--- src/rtl/alu_cu_pkg.sv ---
// Shared opcodes, FSM state encoding and opcode-class helpers for the ALU control unit.
package alu_cu_pkg;

    localparam int OP_W   = 6;
    localparam int DATA_W = 32;
    localparam int REG_AW = 3;

    localparam logic [OP_W-1:0] OP_LDI = 6'b000001;
    localparam logic [OP_W-1:0] OP_ADD = 6'b010000;
    localparam logic [OP_W-1:0] OP_SUB = 6'b010001;
    localparam logic [OP_W-1:0] OP_EQ  = 6'b100000;
    localparam logic [OP_W-1:0] OP_NE  = 6'b100001;
    localparam logic [OP_W-1:0] OP_LE  = 6'b100010;
    localparam logic [OP_W-1:0] OP_GT  = 6'b100011;
    localparam logic [OP_W-1:0] OP_SHL = 6'b110000;
    localparam logic [OP_W-1:0] OP_SHR = 6'b110001;
    localparam logic [OP_W-1:0] OP_SRA = 6'b110010;

    typedef enum logic [1:0] {
        ST_IDLE,
        ST_EXEC,
        ST_WB
    } state_t;

    // Opcodes that are routed through the external ALU.
    function automatic logic is_alu_op(input logic [OP_W-1:0] op);
        case (op)
            OP_ADD, OP_SUB, OP_EQ, OP_NE, OP_LE, OP_GT,
            OP_SHL, OP_SHR, OP_SRA: is_alu_op = 1'b1;
            default:                is_alu_op = 1'b0;
        endcase
    endfunction

    // Only add/subtract produce a meaningful carry/borrow.
    function automatic logic is_arith_op(input logic [OP_W-1:0] op);
        is_arith_op = (op == OP_ADD) || (op == OP_SUB);
    endfunction

endpackage

--- src/rtl/alu_cu_regfile.sv ---
// Register file: two asynchronous read ports, one synchronous write port, r0 fixed at zero.
module alu_cu_regfile #(
    parameter int DATA_W = 32,
    parameter int REG_AW = 3
) (
    input  logic              clk,
    input  logic              rst_n,
    input  logic [REG_AW-1:0] ra1,
    input  logic [REG_AW-1:0] ra2,
    output logic [DATA_W-1:0] rd1,
    output logic [DATA_W-1:0] rd2,
    input  logic              we,
    input  logic [REG_AW-1:0] wa,
    input  logic [DATA_W-1:0] wd
);

    localparam int NREG = 1 << REG_AW;

    logic [NREG-1:0][DATA_W-1:0] regs;

    // Write port; writes to r0 are dropped so it always stays zero.
    always_ff @(posedge clk or negedge rst_n) begin
        if (!rst_n) begin
            regs <= '0;
        end else if (we && (wa != '0)) begin
            regs[wa] <= wd;
        end
    end

    assign rd1 = (ra1 == '0) ? '0 : regs[ra1];
    assign rd2 = (ra2 == '0) ? '0 : regs[ra2];

endmodule

--- src/rtl/alu_cu_sequencer.sv ---
// Three-state control unit: accept an instruction, drive the external ALU, write back and retire.
import alu_cu_pkg::*;

module alu_cu_sequencer #(
    parameter int DATA_W = 32,
    parameter int REG_AW = 3,
    parameter int OP_W   = 6
) (
    input  logic              clk,
    input  logic              rst_n,
    input  logic              instr_valid,
    output logic              instr_ready,
    input  logic [OP_W-1:0]   instr_op,
    input  logic [REG_AW-1:0] instr_rd,
    input  logic [REG_AW-1:0] instr_rs1,
    input  logic [REG_AW-1:0] instr_rs2,
    input  logic [DATA_W-1:0] instr_imm,
    output logic [DATA_W-1:0] alu_a,
    output logic [DATA_W-1:0] alu_b,
    output logic [OP_W-1:0]   alu_op,
    input  logic [DATA_W-1:0] alu_res,
    input  logic              alu_cout,
    input  logic              alu_z,
    input  logic              alu_n,
    output logic              done,
    output logic [DATA_W-1:0] result,
    output logic              flag_c,
    output logic              flag_z,
    output logic              flag_n,
    output logic              illegal
);

    state_t            state;
    logic [OP_W-1:0]   op_q;
    logic [REG_AW-1:0] rd_q;
    logic [DATA_W-1:0] imm_q;
    logic [DATA_W-1:0] res_q;
    logic              cout_q;
    logic              z_q;
    logic              n_q;

    logic [DATA_W-1:0] rs1_data;
    logic [DATA_W-1:0] rs2_data;
    logic              wb_en;
    logic [DATA_W-1:0] wb_data;

    assign instr_ready = (state == ST_IDLE);
    assign wb_en       = (state == ST_WB) && (is_alu_op(op_q) || (op_q == OP_LDI));
    assign wb_data     = (op_q == OP_LDI) ? imm_q : res_q;

    alu_cu_regfile #(
        .DATA_W (DATA_W),
        .REG_AW (REG_AW)
    ) u_rf (
        .clk   (clk),
        .rst_n (rst_n),
        .ra1   (instr_rs1),
        .ra2   (instr_rs2),
        .rd1   (rs1_data),
        .rd2   (rs2_data),
        .we    (wb_en),
        .wa    (rd_q),
        .wd    (wb_data)
    );

    // Sequencer FSM; operands are captured at accept, so rs==rd reads the old value.
    always_ff @(posedge clk or negedge rst_n) begin
        if (!rst_n) begin
            state   <= ST_IDLE;
            op_q    <= '0;
            rd_q    <= '0;
            imm_q   <= '0;
            res_q   <= '0;
            cout_q  <= 1'b0;
            z_q     <= 1'b0;
            n_q     <= 1'b0;
            alu_a   <= '0;
            alu_b   <= '0;
            alu_op  <= '0;
            done    <= 1'b0;
            illegal <= 1'b0;
            result  <= '0;
            flag_c  <= 1'b0;
            flag_z  <= 1'b0;
            flag_n  <= 1'b0;
        end else begin
            done    <= 1'b0;
            illegal <= 1'b0;
            case (state)
                ST_IDLE: begin
                    if (instr_valid) begin
                        op_q  <= instr_op;
                        rd_q  <= instr_rd;
                        imm_q <= instr_imm;
                        alu_a <= rs1_data;
                        alu_b <= rs2_data;
                        if (is_alu_op(instr_op)) alu_op <= instr_op;
                        state <= ST_EXEC;
                    end
                end
                ST_EXEC: begin
                    res_q  <= alu_res;
                    cout_q <= alu_cout;
                    z_q    <= alu_z;
                    n_q    <= alu_n;
                    state  <= ST_WB;
                end
                ST_WB: begin
                    done <= 1'b1;
                    if (is_alu_op(op_q)) begin
                        result <= res_q;
                        flag_z <= z_q;
                        flag_n <= n_q;
                        if (is_arith_op(op_q)) flag_c <= cout_q;
                    end else if (op_q == OP_LDI) begin
                        result <= imm_q;
                    end else begin
                        result  <= '0;
                        illegal <= 1'b1;
                    end
                    state <= ST_IDLE;
                end
                default: state <= ST_IDLE;
            endcase
        end
    end

endmodule
--- config.mk ---
export PLATFORM = sky130hd
export DESIGN_NAME = alu_cu_sequencer
export DESIGN_NICKNAME = d
export VERILOG_FILES = /design/src/rtl/alu_cu_pkg.sv /design/src/rtl/alu_cu_regfile.sv /design/src/rtl/alu_cu_sequencer.sv
export SDC_FILE = /design/constraint.sdc
export NUM_CORES = 1
export LEC_CHECK = 0
export BUFFER_PORTS_ARGS = -buffer_cell sky130_fd_sc_hd__buf_2
export CORE_MARGIN = 3
export CORE_UTILIZATION = 40
export CTS_BUF_LIST = sky130_fd_sc_hd__clkbuf_8
export DETAILED_ROUTE_END_ITERATION = 16
export SYNTH_ARGS = -nofsm -noshare
export SYNTH_HDL_FRONTEND = slang
export SYNTH_SLANG_ARGS = --single-unit
--- constraint.sdc ---
create_clock -name clk -period 2.5 [get_ports clk]
set_input_delay 0.5 -clock clk [delete_from_list [all_inputs] [get_ports clk]]
set_output_delay 0.5 -clock clk [all_outputs]
set_load 0.03 [all_outputs]
Word level (Yosys, flattened, before mapping):

Cells that the tools add are included.

* output and inout bits: 108
* register bits after elaboration: 441
* bits of input ports: 85

* mux-type cells: 23
* magnitude comparators: 4
* eq/ne operators: 22
* reductions and logical operators: 15

Operators with widths (count)
* bitwise mux 256 bit: 1
* 2-to-1 mux 32 bit: 8
* binary-select mux 32 bit (select 3 bit): 2
* demux 32 bit (select 3 bit): 1
* == test 6 bit (second input constant): 14
* == test 6 x 5 -> 1 bit (second input constant): 4
* OR reduction 9 bit: 2
* less-than comparator 3 x 4 -> 1 bit (second input constant): 3
* 2-to-1 mux 1 bit: 9
* == test 6 x 1 -> 1 bit (second input constant): 1
* logical NOT 3 bit: 2
* AND reduction 3 bit: 2
* one-hot mux 2 bit (2 select lines): 1
* AND reduction 2 bit: 2
* >= comparator 3 x 1 -> 1 bit (second input constant): 1
* logical AND 1 bit: 3
* nonzero test 3 bit: 1
* == test 2 x 1 -> 1 bit (second input constant): 1
* == test 2 bit (second input constant): 1
* logical NOT 2 bit: 1
* logical OR 1 bit: 2
* 2-to-1 mux 2 bit: 1
* != test 2 bit (second input constant): 1

Depth between registers and ports, before layout:

Gate-level depths: netlist of the first run.

* depth after elaboration: 6
* mapped depth: 7
* depth with buffers taken out: 4

Cells and area by module:

Synthesis of the first run repeated with hierarchy kept, for this count alone.

* cell total of the unflattened synthesis: 1427
* area total of the unflattened synthesis: 19884.1 um2

By module, submodules not included
* alu_cu_regfile: cells each 875, times used 1, area an instance 12119.1 um2
* alu_cu_sequencer: cells each 552, times used 1, area an instance 7764.9 um2

Worst setup path after synthesis of the first run:

No wires, ideal clock.

* kind: register -> register
* start: reg state[1]
* end: reg alu_op[0]
* slack: 0.363 ns
* cell stages (with the launch flop): 7
* arrival time: 2.013 ns
* buffers on the path: 2
* cells stage by stage: dfrtp_1 > nor2_1 > and2_1 > buf_2 > or4b_1 > clkbuf_1 > mux2_2

* cells in the longest elaborated chain, start to end: 2

Ends and longest elaborated chain
* start, declared: line alu_cu_sequencer.sv:33 `state_t state;`
* start signal, assigned: line alu_cu_sequencer.sv:69 `state <= ST_IDLE;`
* start signal, assigned: line alu_cu_sequencer.sv:98 `state <= ST_EXEC;`
* start signal, assigned: line alu_cu_sequencer.sv:106 `state <= ST_WB;`
* logical NOT 2 bit
* via instr_ready: line alu_cu_sequencer.sv:12 `output logic instr_ready,`
* AND reduction 3 bit (no line)
* end signal, assigned: line alu_cu_sequencer.sv:97 `if (is_alu_op(instr_op)) alu_op <= instr_op;`
* end, declared: line alu_cu_sequencer.sv:20 `output logic [OP_W-1:0] alu_op,`

The timed path passes the listed nets, and every way through them passes these cells.
A chain may end at the register's enable or synchronous reset.

Final worst setup path of the first run:

* start: reg op_q[4]
* end: reg u_rf.regs[114] in the netlist's numbering

* cells in the longest elaborated chain, start to end: 6
* elaborated cells between the ends (all ways): 17
* classes of those cells: eq/ne: 10; mux: 3; reduce/logical: 4

Ends and longest elaborated chain
* start, declared: line alu_cu_sequencer.sv:34 `logic [OP_W-1:0] op_q;`
* start signal, assigned: line alu_cu_sequencer.sv:92 `op_q <= instr_op;`
* == test 6 x 5 -> 1 bit or == test 6 bit (tied branches): line alu_cu_pkg.sv:27 `case (op)`
* OR reduction 9 bit: line alu_cu_pkg.sv:27
* 2-to-1 mux 1 bit: line alu_cu_pkg.sv:27
* logical OR 1 bit: line alu_cu_sequencer.sv:48 `assign wb_en = (state == ST_WB) && (is_alu_op(op_q) || (op_q == OP_LDI));`
* logical AND 1 bit: line alu_cu_sequencer.sv:48
* logical AND 1 bit: line alu_cu_regfile.sv:25 `end else if (we && (wa != '0)) begin`
* end signal, assigned by index: line alu_cu_regfile.sv:26 `regs[wa] <= wd;`
* end, declared: line alu_cu_regfile.sv:19 `logic [NREG-1:0][DATA_W-1:0] regs;`

Several ways; a longest one is shown, not always the timed one.

==> impl_metrics.tcl, run 1 <==
set metrics [dict create \
    relSlewSlack 0.334 \
    clock_sinks 409 \
    place_congestion 0.806 \
    grt_overflow 0 \
    synth_top_area_cell "dfrtp_1" \
    final_cell_mix "dfrtp_1, mux2_2, buf_2, a21oi_1, nor2_1" \
    critPathLaunchType "register" \
    syn_area_um2 19200 \
    fp-row-count 79 \
    synth_cells 1453 \
    critical-path-slowest-cell "buf_4" \
    synth.area.top_cells "dfrtp_1, mux2_2, mux2i_1" \
    cts_tree "done" \
    cts_resized 0 \
    die_x_um 225 \
    drt-initial-drc-count 746 \
    ys_ff_latch 409 \
    synthArstFlopShare 1.00 \
    fin_crit_sh 0.914 \
    port_buffers 192 \
    setup_ws_ps 215 \
    antenna_left 0 \
    crit_type "register to register" \
    vias_per_cell 5.59 \
    place_ws_ps 238 \
    area_growth_pct 17.8 \
    dpl.hpwl_mm 33.8 \
    setup_viol 0 \
    grt_pass1_vias 13800 \
    antenna_cells 0 \
    final.min_clock_period_ps 2280 \
    core_area_um2 47100 \
    antenna_found_initial 0 \
    status "complete, no violations" \
    cap_viol_max_count 0 \
    busiest_layer "met2" \
    worst_ep_required_time_ps 2980 \
    clkSlewWorstSetupHoldPaths_ps 60 \
    ys_types 40 \
    boundaryPins 193 \
    critical_path.cell_chain "a21boi_2 -> o2111a_1 -> and4b_2 -> buf_4 -> mux2_2" \
    grt_setup_unrepaired "false" \
    htreeDepth 3 \
    utilization 0.482 \
    fin_worst_skew_ps 28.3 \
    ys_seq_area_frac 0.532 \
    synth_edf_count 0 \
    cts_made_buffers 72 \
    final_cells 2319 \
    power_leakage_nw 10.7 \
    synth_area_per_cell_um2 13.2 \
    drive_gt1_frac 0.448 \
    final_common_cell "dfrtp_1" \
    dp_cells 2198 \
    met1_usage 0.288 \
    met2_usage 0.354 \
    arrival_ps 2770 \
    tns_ps 0 \
    worst_hold_slack_ps 104 \
    ir_drop_mv 0.437 \
    track_usage 0.214 \
    wire_per_inst_um 23.0 \
    initial_core_util 0.409 \
    powerDensity_nw_per_um2 1020 \
    hold_class "input pin to register" \
    yosys.area.top_type_share 0.532 \
    reg2reg_slack_ps 220 \
    via_count 13000 \
    critPathCaptureType "register" \
    remaining_drc_errors 0 \
    hold_buffers 1 \
    syn-num-nets 1538 \
    routed_wl_mm 53.2 \
    grt_start_max_net_pins 99 \
    clk_latency_ps 630 \
    post_cts_buffers 0 \
    synthFlopType "dfrtp_1" \
    clk_path_buf_depth 3 \
    firstDrtPassIters 5 \
    fmax_mhz 438 \
    slowest_delay_ps 490 \
    yosys_warnings 0 \
    maxSlewViolCount 0 \
    finalHoldViolations 0 \
    final_net_count 1751 \
    cts-root-buf "clkbuf_8" \
    fillCellCount 4297 \
    tightestPinTransition_ps 999 \
    die_height_um 225 \
    cp_max_fo 32 \
    grt_util_met3 0.0400 \
    grt_pass1_wl_mm 83.7 \
    die-area_um2 50800 \
]
==> cells by family (layout without fill, tap and decap cells) <==
logic type | Yosys count | after routing | share of synthesized area
buffers and inverters | 120 | 379 | 0.0306
flip-flops | 409 | 409 | 0.532
AND/OR/NAND/NOR | 166 | 166 | 0.0384
AO/OA/AOI/OAI | 262 | 262 | 0.0834
multiplexers | 496 | 496 | 0.316
==> final timing paths <==
| path | endpoint | startpoint | cells after the start |
|---|---|---|---|
| hold reg to reg | alu_op[3] | alu_op[3] | 1 |
| setup / recovery | u_rf.regs[114] | op_q[4] | 5 |
| hold / removal | res_q[21] | alu_res[21] | 2 |
| min in group asynchronous | imm_q[7] | rst_n | 2 |
| max in group asynchronous | u_rf.regs[51] | rst_n | 4 |
| setup reg to reg | u_rf.regs[114] | op_q[4] | 5 |
==> area by class of cell <==
cell class                      count  area [um2]  share of cell area
Timing Repair Buffer              258        1850              0.0816
Inverter                            1        3.75            0.000166
Tap cell                          607         759              0.0335
Clock buffer                       89        1220              0.0540
Sequential cell                   409       10200               0.452
Multi-Input combinational cell    924        8460               0.373
Clock inverter                     31         133             0.00585
==> routing by layer <==
metal / part of all wire / up-vias
met5: 0 / -
met4: 0.018 / 0
met3: 0.049 / 78
met2: 0.49 / 337
met1: 0.44 / 6732
li1: - / 5811
==> critical path: cells and delay by family (launching register included) <==
kind                   cells  cell delay, ps
DFF                        1             440
buffers and inverters      1             490
AOI/OAI and AO/OA          2             550
and+or+nand+nor            1             240
muxes                      1             410
==> cells in the mapped netlist, types with 7 or more instances <==
cell type and number:
clkbuf_1 76, mux2_2 302, buf_2 26, a21oi_1 129, mux4_2 34, a22oi_1 32
nor2_1 100, mux2i_1 94, buf_6 7, o22ai_1 62, mux2_4 60, a221oi_1 30
dfrtp_1 409, nand2_1 36
==> state kept, by name (all words and copies together), names as in the netlist, 2 cells and up <==
name / flops
alu_a: 32
alu_b: 32
alu_op: 6
imm_q: 32
op_q: 6
rd_q: 3
res_q: 32
result: 32
state: 2
u_rf.regs: 224
==> per-stage QoR <==
| stage | instance area (um2) | power, W |
|---|---|---|
| final | 22700 | 0.0231 |
| after global placement | 21300 | 0.0171 |
| after detailed placement | 21300 | 0.0173 |
| after CTS | 22700 | 0.0233 |
| after global routing | 22700 | 0.0245 |
| after floorplan | 19200 | 0.0148 |
==> power breakdown <==
group          leakage, nW  switching [W]  internal [W]
logic                 4.64        0.00375       0.00319
clock network        0.784        0.00274       0.00318
registers             5.27        0.00154       0.00868
Power figures use the tool's default switching activity.
==> inputs of run 2 (changes only) <==
--- a/config.mk
+++ b/config.mk
@@ -6,10 +6,14 @@
 export NUM_CORES = 1
 export LEC_CHECK = 0
 export BUFFER_PORTS_ARGS = -buffer_cell sky130_fd_sc_hd__buf_2
+export CELL_PAD_IN_SITES_DETAIL_PLACEMENT = 0
+export CELL_PAD_IN_SITES_GLOBAL_PLACEMENT = 2
 export CORE_MARGIN = 3
 export CORE_UTILIZATION = 40
 export CTS_BUF_LIST = sky130_fd_sc_hd__clkbuf_8
 export DETAILED_ROUTE_END_ITERATION = 16
+export PLACE_DENSITY_LB_ADDON = 0.1
+export SLEW_MARGIN = 10
 export SYNTH_ARGS = -nofsm -noshare
 export SYNTH_HDL_FRONTEND = slang
 export SYNTH_SLANG_ARGS = --single-unit
==> run 2 against run 1 <==
Effect of this change: flip-flop and latch count stayed put; design area barely moved; non-clock buffer count shrank 4; worst setup slack improved by 43 ps; clock skew down 2.0 ps; largest power group unchanged; utilization hardly changed; global-route usage rose by 0.35 points; combinational power hardly changed; critical path type unchanged; sequential power is essentially flat; fmax up 1.9%; power up 0.74%.
==> impl_metrics.tcl, run 2 (synthesized netlist as in run 1, its figures left out) <==
set metrics [dict create \
    status "complete, no violations" \
    power_leakage_nw 10.7 \
    endpoint "u_rf.regs[50]" \
    htreeDepth 3 \
    crit_type "register to register" \
    finalHoldViolations 0 \
    track_usage 0.217 \
    regToRegEndpoint "u_rf.regs[50]" \
    dpl.hpwl_mm 33.9 \
    port_buffers 192 \
    place_congestion 0.771 \
    cts_made_buffers 75 \
    final_common_cell "dfrtp_1" \
    final_net_count 1750 \
    ir_drop_mv 0.448 \
    worst-path-buf-inv 1 \
    grt_pass1_wl_mm 84.1 \
    firstDrtPassIters 7 \
    cap_viol_max_count 0 \
    initial_core_util 0.409 \
    drt-initial-drc-count 721 \
    r2r_start "op_q[4]" \
    die-area_um2 50800 \
    grt_start_max_net_pins 109 \
    critical_path.cell_chain "a21boi_2 -> o2111ai_1 -> or4b_2 -> buf_12 -> mux2_4" \
    final_cell_mix "dfrtp_1, mux2_2, buf_2, a21oi_1, nor2_1" \
    powerDensity_nw_per_um2 1030 \
    cp_max_fo 32 \
    die_x_um 225 \
    critPathLaunchType "register" \
    die_height_um 225 \
    largest_reg_flops 224 \
    via_count 12800 \
    grt_pass1_vias 13600 \
    cts_tree "done" \
    area_growth_pct 17.7 \
    regMostFlops "u_rf.regs" \
    fin_crit_sh 0.897 \
    vias_per_cell 5.54 \
    hold_class "input pin to register" \
    critical-path-slowest-cell "or4b_2" \
    critPathCaptureType "register" \
    grt_overflow 0 \
    final.min_clock_period_ps 2240 \
    antenna_found_initial 1 \
    path_depth 5 \
    wire_per_inst_um 23.5 \
    tightestPinTransition_ps 759 \
    slowest_delay_ps 700 \
    relSlewSlack 0.494 \
    drive_gt1_frac 0.445 \
    clk_path_buf_depth 3 \
    clkSlewWorstSetupHoldPaths_ps 60 \
    cts-root-buf "clkbuf_8" \
    reg2reg_depth 5 \
    fin_worst_skew_ps 26.3 \
    grt_setup_unrepaired "false" \
    worst_hold_slack_ps 92.1 \
    tns_ps 0 \
    core_area_um2 47100 \
    arrival_ps 2750 \
    clk_latency_ps 640 \
    utilization 0.481 \
    clock_sinks 409 \
    setup_viol 0 \
    routed_wl_mm 54.5 \
    fp-row-count 79 \
    fmax_mhz 446 \
    critPathTopFamily "simple AND/OR/NAND/NOR gates" \
    maxSlewViolCount 0 \
    boundaryPins 193 \
    reg2reg_slack_ps 260 \
    crit_start "op_q[4]" \
    antenna_left 0 \
    remaining_drc_errors 0 \
    worst_ep_required_time_ps 3010 \
]
-- run 2: routing by layer --
metal	vias to the layer above	track usage	wire length [um]
met5	-	0	0
met4	0	0.0564	1080
met3	77	0.0386	2090
met2	278	0.360	26500
met1	6660	0.297	24800
li1	5816	-	-
-- run 2: how the worst min path moves through the flow --
stage                     cells after the start         end          start
after global placement                        1  result[11]          rst_n
after detailed placement                      1  result[11]          rst_n
final                                         2     rd_q[0]    instr_rd[0]
after global routing                          2   imm_q[21]  instr_imm[21]
after CTS                                     2     rd_q[0]    instr_rd[0]
after floorplan                               0    alu_a[0]          rst_n
-- run 2: layout make-up --
type,count,area [um2]
sequential,409,10200
timing repair buffer,254,1780
multi-input combinational,924,8440
fill,4239,24400
clock buffer,96,1320
inverter,1,3.75
clock inverter,25,106
antenna,1,2.50
tap,607,759
-- run 2: what timing repair did --
action | in CTS | in global routing
resized for setup | 0 | 0
setup buffers | 0 | 0
setup endpoints to repair | 0 | 0
hold buffers | 1 | 0
hold endpoints to repair | 27 | 0
-- run 2: stage by stage --
stage	instances	cell area (um2)	worst slack [ps]	power, W
after floorplan	1453	19200	363	0.0148
after global placement	2194	21200	306	0.0172
after detailed placement	2194	21200	283	0.0173
after CTS	2316	22600	259	0.0236
after global routing	2317	22600	156	0.0247
final	2317	22600	258	0.0232
-- run 2: report_power, final --
group | total (W) | switching [W] | leakage, nW | internal (W)
logic | 0.00692 | 0.00375 | 4.61 | 0.00317
registers | 0.0102 | 0.00151 | 5.27 | 0.00868
clock network | 0.00613 | 0.00274 | 0.807 | 0.00340
